### config.mk
export PLATFORM = sky130hd
export DESIGN_NAME = fuel_pump_lock
export DESIGN_NICKNAME = d
export VERILOG_FILES = /design/src/rtl/fuel_pump_lock.sv
export SDC_FILE = /design/constraint.sdc
export NUM_CORES = 1
export LEC_CHECK = 0
export BUFFER_PORTS_ARGS = -buffer_cell sky130_fd_sc_hd__buf_2
export CAP_MARGIN = 30
export CORE_UTILIZATION = 55
export CTS_CLUSTER_DIAMETER = 150
export DETAILED_ROUTE_END_ITERATION = 10
export GPL_TIMING_DRIVEN = 0
export PLACE_DENSITY = 0.87
export SETUP_SLACK_MARGIN = 0.5
export SYNTH_ARGS = -nofsm -noshare
export SYNTH_HDL_FRONTEND = slang
export SYNTH_SLANG_ARGS = --single-unit
### constraint.sdc
create_clock -name clock -period 2.1 [get_ports clock]
set_clock_uncertainty 0.1 [all_clocks]
set_input_delay 0.21 -clock clock [delete_from_list [all_inputs] [get_ports clock]]
set_output_delay 0.21 -clock clock [all_outputs]
set_load 0.01 [all_outputs]
### src/rtl/fuel_pump_lock.sv
// Fuel pump anti-theft interlock: brake edge plus hidden code inside a timed window enables the pump.
// Optional FUEL_PUMP_LOCK_ALARM_EN adds an alarm output that blinks while locked out.
module fuel_pump_lock #(
    parameter int unsigned          SW_WIDTH       = 4,
    parameter logic [SW_WIDTH-1:0]  UNLOCK_CODE    = 4'b1010,
    parameter int unsigned          MAX_TRIES      = 3,
    parameter int unsigned          WINDOW_CYCLES  = 16,
    parameter int unsigned          LOCKOUT_CYCLES = 64
) (
    input  logic                             clock,
    input  logic                             reset,
    input  logic                             brake,
    input  logic [SW_WIDTH-1:0]              hidden_sw,
    input  logic                             ignition,
    output logic                             fuel_pump,
    output logic                             locked_out,
    output logic [$clog2(MAX_TRIES+1)-1:0]   fail_count
`ifdef FUEL_PUMP_LOCK_ALARM_EN
    ,
    output logic                             alarm
`endif
);

    localparam int unsigned WC_W = $clog2(WINDOW_CYCLES);
    localparam int unsigned LC_W = $clog2(LOCKOUT_CYCLES + 1);
    localparam int unsigned FC_W = $clog2(MAX_TRIES + 1);

    localparam logic [WC_W-1:0] WIN_LAST  = WC_W'(WINDOW_CYCLES - 1);
    localparam logic [LC_W-1:0] LOCK_LAST = LC_W'(LOCKOUT_CYCLES - 1);
    localparam logic [FC_W-1:0] FC_MAX    = FC_W'(MAX_TRIES);
    localparam logic [FC_W-1:0] FC_LAST   = FC_W'(MAX_TRIES - 1);

    typedef enum logic [1:0] {S_OFF, S_ARMED, S_RUN, S_LOCKOUT} state_t;

    state_t          state, state_n;
    logic [WC_W-1:0] win_cnt, win_n;
    logic [LC_W-1:0] lock_cnt, lock_n;
    logic [FC_W-1:0] fail_n;
    logic            brake_q;
    logic            attempt;
    logic            match;

    // Only a fresh press counts; a pedal held across arming must be released first.
    assign attempt = brake & ~brake_q & (state == S_ARMED);
    assign match   = (hidden_sw == UNLOCK_CODE);

    always_comb begin
        state_n = state;
        win_n   = win_cnt;
        lock_n  = lock_cnt;
        fail_n  = fail_count;
        case (state)
            S_OFF: begin
                if (ignition) begin
                    state_n = S_ARMED;
                    win_n   = '0;
                end
            end
            S_ARMED: begin
                if (!ignition) begin
                    state_n = S_OFF;
                end else if (attempt && match) begin
                    state_n = S_RUN;
                    fail_n  = '0;
                end else if (attempt && fail_count >= FC_LAST) begin
                    state_n = S_LOCKOUT;
                    fail_n  = FC_MAX;
                end else if (attempt) begin
                    fail_n = fail_count + 1'b1;
                    // Hold at the last count so the timeout still fires next cycle.
                    if (win_cnt != WIN_LAST) win_n = win_cnt + 1'b1;
                end else if (win_cnt == WIN_LAST) begin
                    state_n = S_LOCKOUT;
                end else begin
                    win_n = win_cnt + 1'b1;
                end
            end
            S_RUN: begin
                if (!ignition) state_n = S_OFF;
            end
            S_LOCKOUT: begin
                if (lock_cnt == LOCK_LAST) begin
                    state_n = S_OFF;
                    fail_n  = '0;
                    lock_n  = '0;
                end else begin
                    lock_n = lock_cnt + 1'b1;
                end
            end
            default: state_n = S_OFF;
        endcase
    end

    // Outputs are registered from the next state so they track the state register exactly.
    always_ff @(posedge clock or negedge reset) begin
        if (!reset) begin
            state      <= S_OFF;
            win_cnt    <= '0;
            lock_cnt   <= '0;
            fail_count <= '0;
            brake_q    <= 1'b0;
            fuel_pump  <= 1'b0;
            locked_out <= 1'b0;
        end else begin
            state      <= state_n;
            win_cnt    <= win_n;
            lock_cnt   <= lock_n;
            fail_count <= fail_n;
            brake_q    <= brake;
            fuel_pump  <= (state_n == S_RUN);
            locked_out <= (state_n == S_LOCKOUT);
        end
    end

`ifdef FUEL_PUMP_LOCK_ALARM_EN
    logic [1:0] alarm_ph;

    // Alarm starts high on lockout entry and flips every fourth lockout cycle.
    always_ff @(posedge clock or negedge reset) begin
        if (!reset) begin
            alarm    <= 1'b0;
            alarm_ph <= '0;
        end else if (state_n == S_LOCKOUT) begin
            if (state != S_LOCKOUT) begin
                alarm    <= 1'b1;
                alarm_ph <= '0;
            end else begin
                alarm_ph <= alarm_ph + 1'b1;
                if (alarm_ph == 2'd3) alarm <= ~alarm;
            end
        end else begin
            alarm    <= 1'b0;
            alarm_ph <= '0;
        end
    end
`endif

endmodule

Word level (Yosys, flattened, before mapping) --
Cells that the tools add are included.
Word-level totals: flip-flop bits (word level) 18, input port bits 8, word-level logic and storage cells 62
Operators by class: add/sub/neg operators 3, order comparisons 1, equality and inequality tests 17, muxes and demuxes 24, bitwise gates (word level) 3, reductions and logical operators 7
Operators by type and width (count):
- 2-to-1 mux 4 bit | 7
- 2-to-1 mux 2 bit | 13
- inequality test 2 bit (second input constant) | 5
- == test 2 bit (second input constant) | 4
- == test 4 bit (second input constant) | 2
- case mux 2 bit (4 select lines) | 1
- case mux 4 bit (2 select lines) | 1
- adder 7 x 1 -> 7 bit (second input constant) | 1
- == test 7 x 6 -> 1 bit (second input constant) | 1
- 2-to-1 mux 7 bit | 1
- AND reduction 7 bit | 1
- adder 4 x 1 -> 4 bit (second input constant) | 1
- inequality test 4 x 2 -> 1 bit (second input constant) | 1
- inequality test 4 bit (second input constant) | 1
- case mux 2 bit (2 select lines) | 1
- AND reduction 4 bit | 1
- nonzero test 2 bit | 2
- inequality test 3 x 2 -> 1 bit (second input constant) | 1
- inequality test 3 bit (second input constant) | 1
- adder 2 x 1 -> 2 bit (second input constant) | 1
- AND 1 bit | 2
- == test 2 x 1 -> 1 bit (second input constant) | 1
- greater-or-equal comparator 2 bit (second input constant) | 1
- logical AND 1 bit | 2
- 2 further kinds | 2

Depth between registers and ports, before layout --
Gate-level depths: netlist of run 1.
word-level depth 9, gate-level depth with buffers 6, depth with buffers taken out 6

Worst setup path before layout of run 1 --
No wires, ideal clock.
kind reg2reg, from register fail_count[0], to register win_cnt[0], library setup time 0.125 ns, arrival time 1.369 ns, setup slack 0.506 ns, stages on the path, launching flop included 7, period minus slack after synthesis 1.594 ns, cells stage by stage dfrtp_1 inv_1 ha_1 nor2_1 o21ai_1 or2_4 mux2_4
Between the ends: cells in the longest elaborated chain, start to end 4
RTL lines:
- from (decl) | RTL line 17 | output logic [$clog2(MAX_TRIES+1)-1:0] fail_count
- from (signal assigned) | RTL line 108 | fail_count <= fail_n;
- greater-or-equal comparator 2 bit | RTL line 65 | end else if (attempt && fail_count >= FC_LAST) begin
- logical AND 1 bit | RTL line 65
- inequality test 2 bit (no line)
- AND reduction 7 bit (no line)
- to (signal assigned) | RTL line 106 | win_cnt <= win_n;
- to (decl) | RTL line 36 | logic [WC_W-1:0] win_cnt, win_n;
No other way between the ends. A chain may end at the register's enable or synchronous reset.

Worst setup path in the final report of run 1 --
Same ends and word-level chain as after synthesis.

==> run summary, run 1 <==
Status -> finished clean
DR WL/cell -> 14.5 um
Period utilisation layout -> 76.4%
Required time worst endpoint -> 2.19 ns
Total track usage -> 24.5%
Sequential power share -> 59.7%
Vias -> 827
Syn Area/Cell -> 10.4 um2
Vias in the first global route -> 817
CTS sink count -> 18
Fin. Hold Viols -> 0
Fin. max-slew vios -> 0
Sw frac -> 20.7%
Post-synth top flop -> dfrtp_1
Clk pwr share -> 36.5%
Commonest non-fill, non-tap cell in the layout -> dfrtp_1
Highest-count cells in the layout ignoring fill and taps -> 17 x dfrtp_1, 12 x nand2_1, 12 x buf_2
Mapped Nets -> 106
Yosys warnings -> 0
DR pass1 iterations -> 6
Layout cell share with drive strength beyond 1 -> 37.7%
Setup crit end kind -> flip-flop
Worst-margin pin slew -> 0.406 ns
Max Clock Freq -> 623 MHz
Comb power frac -> 3.8%
Synth-to-layout area growth -> 25.9%
Die Height -> 44.3 um
Async set-reset flop share out of synthesis -> 100%
Vias/cell -> 5.66
Top Usage Layer GRT -> met2
Synth unique cells -> 43
Pre-CTS WS -> 0.445 ns
Worst Setup Start Kind -> flip-flop
RSZ-0062 raised after global routing -> true
Ant diodes -> 0
Final TNS setup -> 0 ns
First-pass GRT wire length -> 3.47 mm
Initial Util -> 61.9%
FILL cells -> 95
Slew margin rel. -> 72.9%
Power density over the cells -> 470 nW/um2
M3 GR Usage -> 3.67%
Worst skew pair latency -> 0.29 ns
Core area -> 1590 um2
Initial antenna violation count -> 0
Final worst slack -> 0.495 ns
Final min period -> 1.61 ns
DP HPWL -> 1.34 mm
Largest cells by area after synthesis -> dfrtp_1 46%, nand2_1 4.6%, ha_1 3.8%
Synthesized flop and latch total -> 18
Root Driver -> clkbuf_4
EDFF count, synth -> 0
Max-Cap Viols -> 0
Synth area leader -> dfrtp_1
Pint -> 0.463 mW
Final Instance Area -> 1240 um2
I/O Pins -> 12
Switching Power -> 0.121 mW
Placement Rows -> 14
Total Wirelength -> 2.12 mm
DRT iter0 DRCs -> 22
TritonCTS Buffers -> 3
Pin count of the biggest net entering global routing -> 19
Antenna Nets Post-Route -> 0
Register area -> 452 um2
Pleak -> 0.567 nW
Placed standard-cell area -> 1070 um2
Critical Path AT -> 1.70 ns
Area of the multi-input gates -> 546 um2
Worst-path clk slew -> 0.11 ns
Worst hold path class -> primary input to flip-flop
Die Area -> 1970 um2
Max FO, Critical Path -> 4
Grt met2 use -> 39.4%
Placer Congestion -> 0.792
Cells after synthesis -> 95
PortBufs -> 11
Die X -> 44.3 um
Grt ovf -> 0
Worst vdd ir -> 0.000431 V
Sequential area share after synthesis -> 45.7%
# DRC -> 0
Worst Setup Path Type -> flip-flop to flip-flop
# nets final -> 134
Area fraction of the dominant cell type after synthesis -> 45.7%
CTS max path bufs -> 2
H-tree Lvls -> 1
Final setup viols -> 0
CTS tree -> built
Mapped Area -> 986 um2
Met1 Use GR -> 32.7%
## power by group through the flow
stage / combinational (mW) / clock, mW / sequential (mW)
6_report: 0.0224 / 0.213 / 0.348
3_3_place_gp: 0.0184 / 0 / 0.355
3_5_place_dp: 0.0191 / 0 / 0.355
4_1_cts: 0.0222 / 0.217 / 0.348
5_1_grt: 0.0248 / 0.231 / 0.348
2_1_floorplan: 0.00386 / 0 / 0.355
## cell families (layout without fill, tap and decap cells)
kind of cell / after synthesis / after routing / synth area share, %
buffers and inverters: 5 / 32 / 2.41
adder cells (fa/ha/maj): 3 / 3 / 3.81
AND/OR/NAND/NOR: 42 / 42 / 26.0
flip-flops: 18 / 18 / 45.7
AO/OA/AOI/OAI: 21 / 21 / 15.6
multiplexers: 4 / 4 / 4.69
XOR/XNOR: 2 / 2 / 1.78
## final timing paths
kind	from	end	slack, ns	depth (start not counted)
worst max-delay path	fail_count[0]$_DFFE_PN0P_	win_cnt[0]$_DFFE_PN0P_	0.49	6
worst min-delay path	ignition	fuel_pump$_DFF_PN0_	0.12	2
worst max register to register	fail_count[0]$_DFFE_PN0P_	win_cnt[0]$_DFFE_PN0P_	0.49	6
worst min register to register	lock_cnt[4]$_DFFE_PN0P_	lock_cnt[4]$_DFFE_PN0P_	0.41	1
max in group asynchronous	reset	state[1]$_DFF_PN0_	1.33	2
min in group asynchronous	reset	win_cnt[2]$_DFFE_PN0P_	0.26	2
## metrics by stage
stage | utilization, % | std cells | power, mW | hold WS (ns)
6_report | 77.9 | 146 | 0.583 | 0.118
5_1_grt | 77.9 | 146 | 0.604 | 0.104
3_3_place_gp | 67.2 | 130 | 0.373 | 0.0538
4_1_cts | 75.4 | 143 | 0.588 | 0.108
3_5_place_dp | 67.2 | 130 | 0.374 | 0.0602
2_1_floorplan | - | 95 | 0.359 | -0.186
## registers in the layout, indices dropped and copies added (netlist names)
register,flops
win_cnt,4
fail_count,2
state,2
locked_out,1
fuel_pump,1
brake_q,1
lock_cnt,7
## per-layer routing
layer	part of all wire, %	wire length, um	up-vias
met3	3.4	72	9
met1	45	962	397
met4	1.9	41	0
met5	0	0	-
li1	-	-	397
met2	49	1040	24
## area by class of cell
cell class                      count  area share (%)
Clock buffer                        4            2.92
Multi-Input combinational cell     72            44.0
Inverter                            3           0.907
Sequential cell                    18            36.4
Timing Repair Buffer               23            12.1
Tap cell                           24            2.42
Buffer                              2            1.31
## cell usage after synthesis, types with 2 or more instances
cell / instances
a31oi_1: 2
a21oi_1: 2
nand2_1: 12
nand3_1: 3
nor2_1: 9
nand4_1: 3
inv_1: 3
o21ai_2: 2
o21ai_0: 3
ha_1: 3
a21boi_0: 2
dfrtp_1: 18
o31ai_1: 2
mux2i_1: 2
## critical path: stages, from the launching register on
cell and delay (ns):
dfrtp_1 0.37, inv_1 0.07, ha_1 0.23, nor2_2 0.11, o21ai_2 0.08, or2_4 0.26, mux2_4 0.30
## repair_timing
action,CTS,global route
setup endpoints to repair,2,6
pin swaps,2,1
resized for setup,5,4
endpoints found under the hold margin,19,0
setup buffers,7,3
hold buffers,2,0
Note: power is estimated with default switching activity, not from simulation.
==> inputs of run 2 (changes only) <==
- clock period: 2.1 -> 1.5 ns (I/O delays scaled with it)
==> run 2 against run 1 <==
Against the previous run: the run now ends with setup timing left; combinational power rose by 50%; final cell count rose by 11%; non-clock buffer count rose by 16; register-to-register slack got worse by 0.75 ns; wire length rose by 100%; via count rose by 38%; count of clock-buffer cells in the layout did not move; sequential share of layout area fell by 7.3 points; critical path type unchanged; critical endpoint is now win_cnt[2]$_DFFE_PN0P_.
==> run summary, run 2 (synthesis gave the netlist of run 1 again) <==
Vias/cell -> 7.04 (+24%)
DR WL/cell -> 26.2 um (+81%)
Largest register FFs -> 7 (unchanged)
Placement Rows -> 14 (unchanged)
Sw frac -> 24.2% (+3.5 points)
CTS tree -> built
Required time worst endpoint -> 1.57 ns (-0.62 ns)
Vias in the first global route -> 1090 (+33%)
Max-Cap Viols -> 0 (unchanged)
Dpl cells -> 130 (unchanged)
Worst Setup Start Kind -> flip-flop
Slew margin rel. -> 69.9% (-3.0 points)
# nets final -> 150 (+12%)
Grt ovf -> 0 (unchanged)
DRT iter0 DRCs -> 98 (+350%)
Crit path from -> state[1]$_DFF_PN0_
Worst skew pair latency -> 0.32 ns (+0.03 ns)
Area of the multi-input gates -> 686 um2 (+26%)
Die Area -> 1970 um2 (unchanged)
RSZ-0062 raised after global routing -> true
Core area -> 1590 um2 (unchanged)
Internal reg-to-reg setup slack -> -0.25 ns (-0.75 ns)
Largest regs -> lock_cnt x7, win_cnt x4
Commonest non-fill, non-tap cell in the layout -> buf_4
FILL cells -> 24 (-75%)
# DRC -> 0 (unchanged)
Non-filler instance count after layout -> 162 (+11%)
I/O Pins -> 12 (unchanged)
Worst-path clk slew -> 0.12 ns (about the same)
Synth-to-layout area growth -> 57.6%
Pint -> 0.649 mW (+40%)
Switching Power -> 0.207 mW (+71%)
Clk pwr share -> 39.0% (+2.5 points)
Failing checks -> setup timing
Worst-margin pin slew -> 0.451 ns (+0.0453 ns)
Worst vdd ir -> 0.000577 V (+34%)
Highest-count cells in the layout ignoring fill and taps -> 19 x buf_4, 17 x dfrtp_1, 9 x buf_6, 9 x buf_2
TritonCTS Buffers -> 3 (unchanged)
Max FO, Critical Path -> 5 (+1)
Antenna Nets Post-Route -> 0 (unchanged)
Ant diodes -> 0 (unchanged)
Pre-CTS WS -> -0.199 ns (-0.643 ns)
Initial antenna violation count -> 0 (unchanged)
Setup crit end kind -> flip-flop
PortBufs -> 11 (unchanged)
Final setup viols -> 11 (+11)
Sequential power share -> 57.1% (-2.6 points)
Worst hold path class -> primary input to flip-flop
Final min period -> 1.75 ns (+0.148 ns)
Period utilisation layout -> 117% (+40 points)
Pin count of the biggest net entering global routing -> 19 (unchanged)
Register area -> 452 um2 (unchanged)
DR pass1 iterations -> 5 (-1)
Largest Register -> lock_cnt
Vias -> 1140 (+38%)
Total track usage -> 38.6% (+14 points)
Fin. max-slew vios -> 0 (unchanged)
H-tree Lvls -> 1 (unchanged)
Worst Setup Path Type -> flip-flop to flip-flop
Final TNS setup -> -1.37 ns (-1.37 ns)
CTS sink count -> 18 (unchanged)
Root Driver -> clkbuf_4
Die Height -> 44.3 um (unchanged)
Worst r2r dst -> win_cnt[2]$_DFFE_PN0P_
Worst hold stages -> 2 (unchanged)
R2R depth -> 5 (-1)
Fin. Hold Viols -> 0 (unchanged)
DP HPWL -> 1.41 mm (+5.3%)
Placer Congestion -> 0.748 (-5.5%)
CTS max path bufs -> 2 (unchanged)
Total Power -> 0.856 mW (+47%)
Power density over the cells -> 551 nW/um2 (+17%)
Comb power frac -> 3.9% (about the same)
Total Wirelength -> 4.24 mm (+100%)
First-pass GRT wire length -> 5.24 mm (+51%)
Pleak -> 0.701 nW (+24%)
Max Clock Freq -> 570 MHz (-8.5%)
Initial Util -> 61.9% (unchanged)
Setup crit end -> win_cnt[2]$_DFFE_PN0P_
Reg2reg start -> state[1]$_DFF_PN0_
Critical Path AT -> 1.82 ns (+0.12 ns)
Final worst slack -> -0.253 ns (-0.748 ns)
Die X -> 44.3 um (unchanged)
Status -> complete, but fails checks
Layout cell share with drive strength beyond 1 -> 60.1% (+22 points)
[run 2: cell count changes in the layout (fill, tap and decap cells not counted), sizes merged]
cell,change
buf,+16
[run 2: what timing repair did]
item / in CTS / in global routing
setup endpoints to repair: 21 / 21
hold buffers: 2 / 0
resized for setup: 25 / 15
endpoints found under the hold margin: 19 / 0
gates cloned: 0 / 0
pin swaps: 9 / 10
buffers inserted: 18 / 8
[run 2: power by group through the flow]
stage / Combinational, mW / Sequential [mW] / Clock [mW]
6_report: 0.0335 / 0.488 / 0.334
5_1_grt: 0.0358 / 0.488 / 0.343
4_1_cts: 0.0313 / 0.487 / 0.306
3_5_place_dp: 0.0264 / 0.497 / 0
3_3_place_gp: 0.0255 / 0.497 / 0
2_1_floorplan: 0.00567 / 0.497 / 0
[run 2: per-stage QoR]
step	hold WS [ns]	util, %	cell area (um2)
after detailed placement	-0.00447	70.5	1120
after floorplan	-0.246	-	1040
after global placement	-0.00656	70.5	1120
final	0.0367	97.5	1550
after global routing	0.0443	97.5	1550
after CTS	0.0144	89.5	1430
[run 2: how the worst min path moves through the flow]
stage / start / to / slack [ns]
5_1_grt: ignition / fuel_pump$_DFF_PN0_ / 0.04
4_1_cts: ignition / fuel_pump$_DFF_PN0_ / 0.01
2_1_floorplan: reset / brake_q$_DFF_PN0_ / -0.25
3_3_place_gp: reset / win_cnt[2]$_DFFE_PN0P_ / -0.007
6_report: ignition / fuel_pump$_DFF_PN0_ / 0.04
3_5_place_dp: reset / win_cnt[3]$_DFFE_PN0P_ / -0.004
[run 2: cell type report]
type                       instances  share of cell area [%]
timing repair buffer              39                    20.1
multi-input combinational         72                    44.1
sequential                        18                    29.1
clock buffer                       4                    2.33
buffer                             2                    1.69
inverter                           3                   0.725
tap                               24                    1.93
[run 2: routing by layer]
| layer | wire, um | track usage, % | vias to the layer above |
|---|---|---|---|
| met1 | 1430 | 40.5 | 540 |
| met4 | 354 | 29.1 | 0 |
| met3 | 498 | 6.94 | 45 |
| li1 | - | - | 435 |
| met5 | 0 | 0 | - |
| met2 | 1960 | 67.9 | 120 |
[run 2: critical path, cell delays in order, from the launching register on]
cell and delay [ns]:
dfrtp_2 0.48, and2b_4 0.30, o21ai_4 0.07, buf_4 0.18, o31ai_2 0.27, o21ai_0 0.21
==> inputs of run 3 (changes only) <==
==> constraint.sdc (replaced) <==
create_clock -name clock -period 1.5 [get_ports clock]
set_clock_uncertainty 0.1 [all_clocks]
set_input_delay 0.225 -clock clock [delete_from_list [all_inputs] [get_ports clock]]
set_output_delay 0.225 -clock clock [all_outputs]
set_load 0.01 [all_outputs]
==> run 3 against run 2 <==
Against the previous run: wire length did not move; via count unchanged; the flow still finishes with violations (setup timing); count of clock-buffer cells in the layout unchanged; die area unchanged; register-to-register slack about the same; highest routed layer unchanged; largest power group unchanged; critical path depth stayed put; sequential power about the same; core utilization unchanged; critical path type unchanged.
==> run summary, run 3 (synthesis gave the netlist of run 1 again) <==
Status -> complete, but fails checks
Failing checks -> setup timing
Initial antenna violation count -> 0 (unchanged)
Final TNS setup -> -1.37 ns (unchanged)
Met1 wire length -> 1.43 mm (unchanged)
CTS max path bufs -> 2 (unchanged)
Layout cell share with drive strength beyond 1 -> 60.1% (unchanged)
H-tree Lvls -> 1 (unchanged)
DP HPWL -> 1.41 mm (unchanged)
DRT iter0 DRCs -> 98 (unchanged)
DR pass1 iterations -> 5 (unchanged)
PortBufs -> 11 (unchanged)
Pin count of the biggest net entering global routing -> 19 (unchanged)
Commonest non-fill, non-tap cell in the layout -> buf_4
Worst vdd ir -> 0.000577 V (unchanged)
Grt ovf -> 0 (unchanged)
Total track usage -> 38.6% (unchanged)
Max Clock Freq -> 570 MHz (unchanged)
Synth-to-layout area growth -> 57.6% (unchanged)
Antenna Nets Post-Route -> 0 (unchanged)
Worst hold path class -> primary input to flip-flop
Largest register FFs -> 7 (unchanged)
Max-Cap Viols -> 0 (unchanged)
Required time worst endpoint -> 1.57 ns (about the same)
Hold slack -> 0.112 ns (+0.0750 ns)
Largest regs -> lock_cnt x7, win_cnt x4
Worst Setup Path Type -> flip-flop to flip-flop
Pleak -> 0.701 nW (unchanged)
Initial Util -> 61.9% (unchanged)
Internal reg-to-reg setup slack -> -0.25 ns (about the same)
Placer Congestion -> 0.748 (unchanged)
Ant diodes -> 0 (unchanged)
CTS tree -> built
Placement Rows -> 14 (unchanged)
Final worst slack -> -0.253 ns (unchanged)
Power density over the cells -> 551 nW/um2 (unchanged)
Worst Hold Endpoint -> fuel_pump$_DFF_PN0_
Worst-margin pin slew -> 0.451 ns (unchanged)
CTS sink count -> 18 (unchanged)
Slew margin rel. -> 69.9% (unchanged)
WL met3 -> 498 um (unchanged)
Worst Setup Start Kind -> flip-flop
Area of the multi-input gates -> 686 um2 (unchanged)
Worst skew pair latency -> 0.32 ns (about the same)
Largest Register -> lock_cnt
Met2 wire length -> 1.96 mm (unchanged)
TritonCTS Buffers -> 3 (unchanged)
Worst hold stages -> 2 (unchanged)
# nets final -> 150 (unchanged)
Pre-CTS WS -> -0.199 ns (unchanged)
DR WL/cell -> 26.2 um (unchanged)
Reg2reg start -> state[1]$_DFF_PN0_
Vias -> 1140 (unchanged)
Root Driver -> clkbuf_4
Die Area -> 1970 um2 (unchanged)
Final setup viols -> 11 (unchanged)
Register area -> 452 um2 (unchanged)
Worst r2r dst -> win_cnt[2]$_DFFE_PN0P_
RSZ-0062 raised after global routing -> true
R2R depth -> 5 (unchanged)
Final min period -> 1.75 ns (unchanged)
Core area -> 1590 um2 (unchanged)
Die X -> 44.3 um (unchanged)
Vias/cell -> 7.04 (unchanged)
Period utilisation layout -> 117% (unchanged)
Worst-path clk slew -> 0.12 ns (about the same)
Startpoint of the worst hold path -> ignition
Fin. Hold Viols -> 0 (unchanged)
Fin. max-slew vios -> 0 (unchanged)
First-pass GRT wire length -> 5.24 mm (unchanged)
Setup crit end kind -> flip-flop
Vias in the first global route -> 1090 (unchanged)
# DRC -> 0 (unchanged)
Critical Path AT -> 1.82 ns (about the same)
Highest-count cells in the layout ignoring fill and taps -> 19 x buf_4, 17 x dfrtp_1, 9 x buf_6, 9 x buf_2
Max FO, Critical Path -> 5 (unchanged)
Total Wirelength -> 4.24 mm (unchanged)
Uppermost layer routed -> met4
I/O Pins -> 12 (unchanged)
FILL cells -> 24 (unchanged)
Die Height -> 44.3 um (unchanged)
[run 3: cell counts in the layout (fill, tap and decap cells not counted)]
No cell type changed its count.
[run 3: final cells by class]
type	instances	share of cell area (%)
plain buffers	2	1.69
clock buffers	4	2.33
inverters	3	0.725
multi-input cells	72	44.1
flip-flops and latches	18	29.1
well taps	24	1.93
repair buffers	39	20.1
[run 3: worst max path at each step]
stage / startpoint / endpoint / slack, ns / cells past startpoint
final: state[1]$_DFF_PN0_ / win_cnt[2]$_DFFE_PN0P_ / -0.25 / 5
after global routing: lock_cnt[0]$_DFFE_PN0P_ / lock_cnt[5]$_DFFE_PN0P_ / -0.23 / 6
after CTS: state[1]$_DFF_PN0_ / win_cnt[0]$_DFFE_PN0P_ / -0.06 / 4
after detailed placement: state[1]$_DFF_PN0_ / win_cnt[0]$_DFFE_PN0P_ / -0.20 / 4
after global placement: state[1]$_DFF_PN0_ / win_cnt[0]$_DFFE_PN0P_ / -0.16 / 4
after floorplan: fail_count[0]$_DFFE_PN0P_ / win_cnt[0]$_DFFE_PN0P_ / -0.07 / 6
[run 3: repair_timing]
| item | CTS | global route |
|---|---|---|
| resized for setup | 25 | 15 |
| setup endpoints to repair | 21 | 21 |
| pin swaps | 9 | 10 |
| hold buffers | 2 | 0 |
| hold endpoints to repair | 19 | 0 |
| setup buffers | 18 | 8 |
[run 3: layer usage]
layer | track usage, % | vias up
li1 | - | 435
met1 | 40.5 | 540
met2 | 67.9 | 120
met3 | 6.94 | 45
met4 | 29.1 | 0
met5 | 0 | -
[run 3: through the flow]
stage	area, um2	total power, mW	instances	util [%]
after global placement	1120	0.522	130	70.5
after CTS	1430	0.824	154	89.5
final	1550	0.856	162	97.5
after global routing	1550	0.867	162	97.5
after floorplan	1040	0.502	95	-
after detailed placement	1120	0.523	130	70.5
[run 3: power breakdown]
group	switching [mW]	internal [mW]
clock	0.185	0.149
combinational	0.0197	0.0138
sequential	0.00175	0.486
[run 3: worst max-delay path, stage by stage, from the launching register on]
cell and delay (ns):
dfrtp_2 0.48, and2b_4 0.30, o21ai_4 0.07, buf_4 0.18, o31ai_2 0.27, o21ai_0 0.21
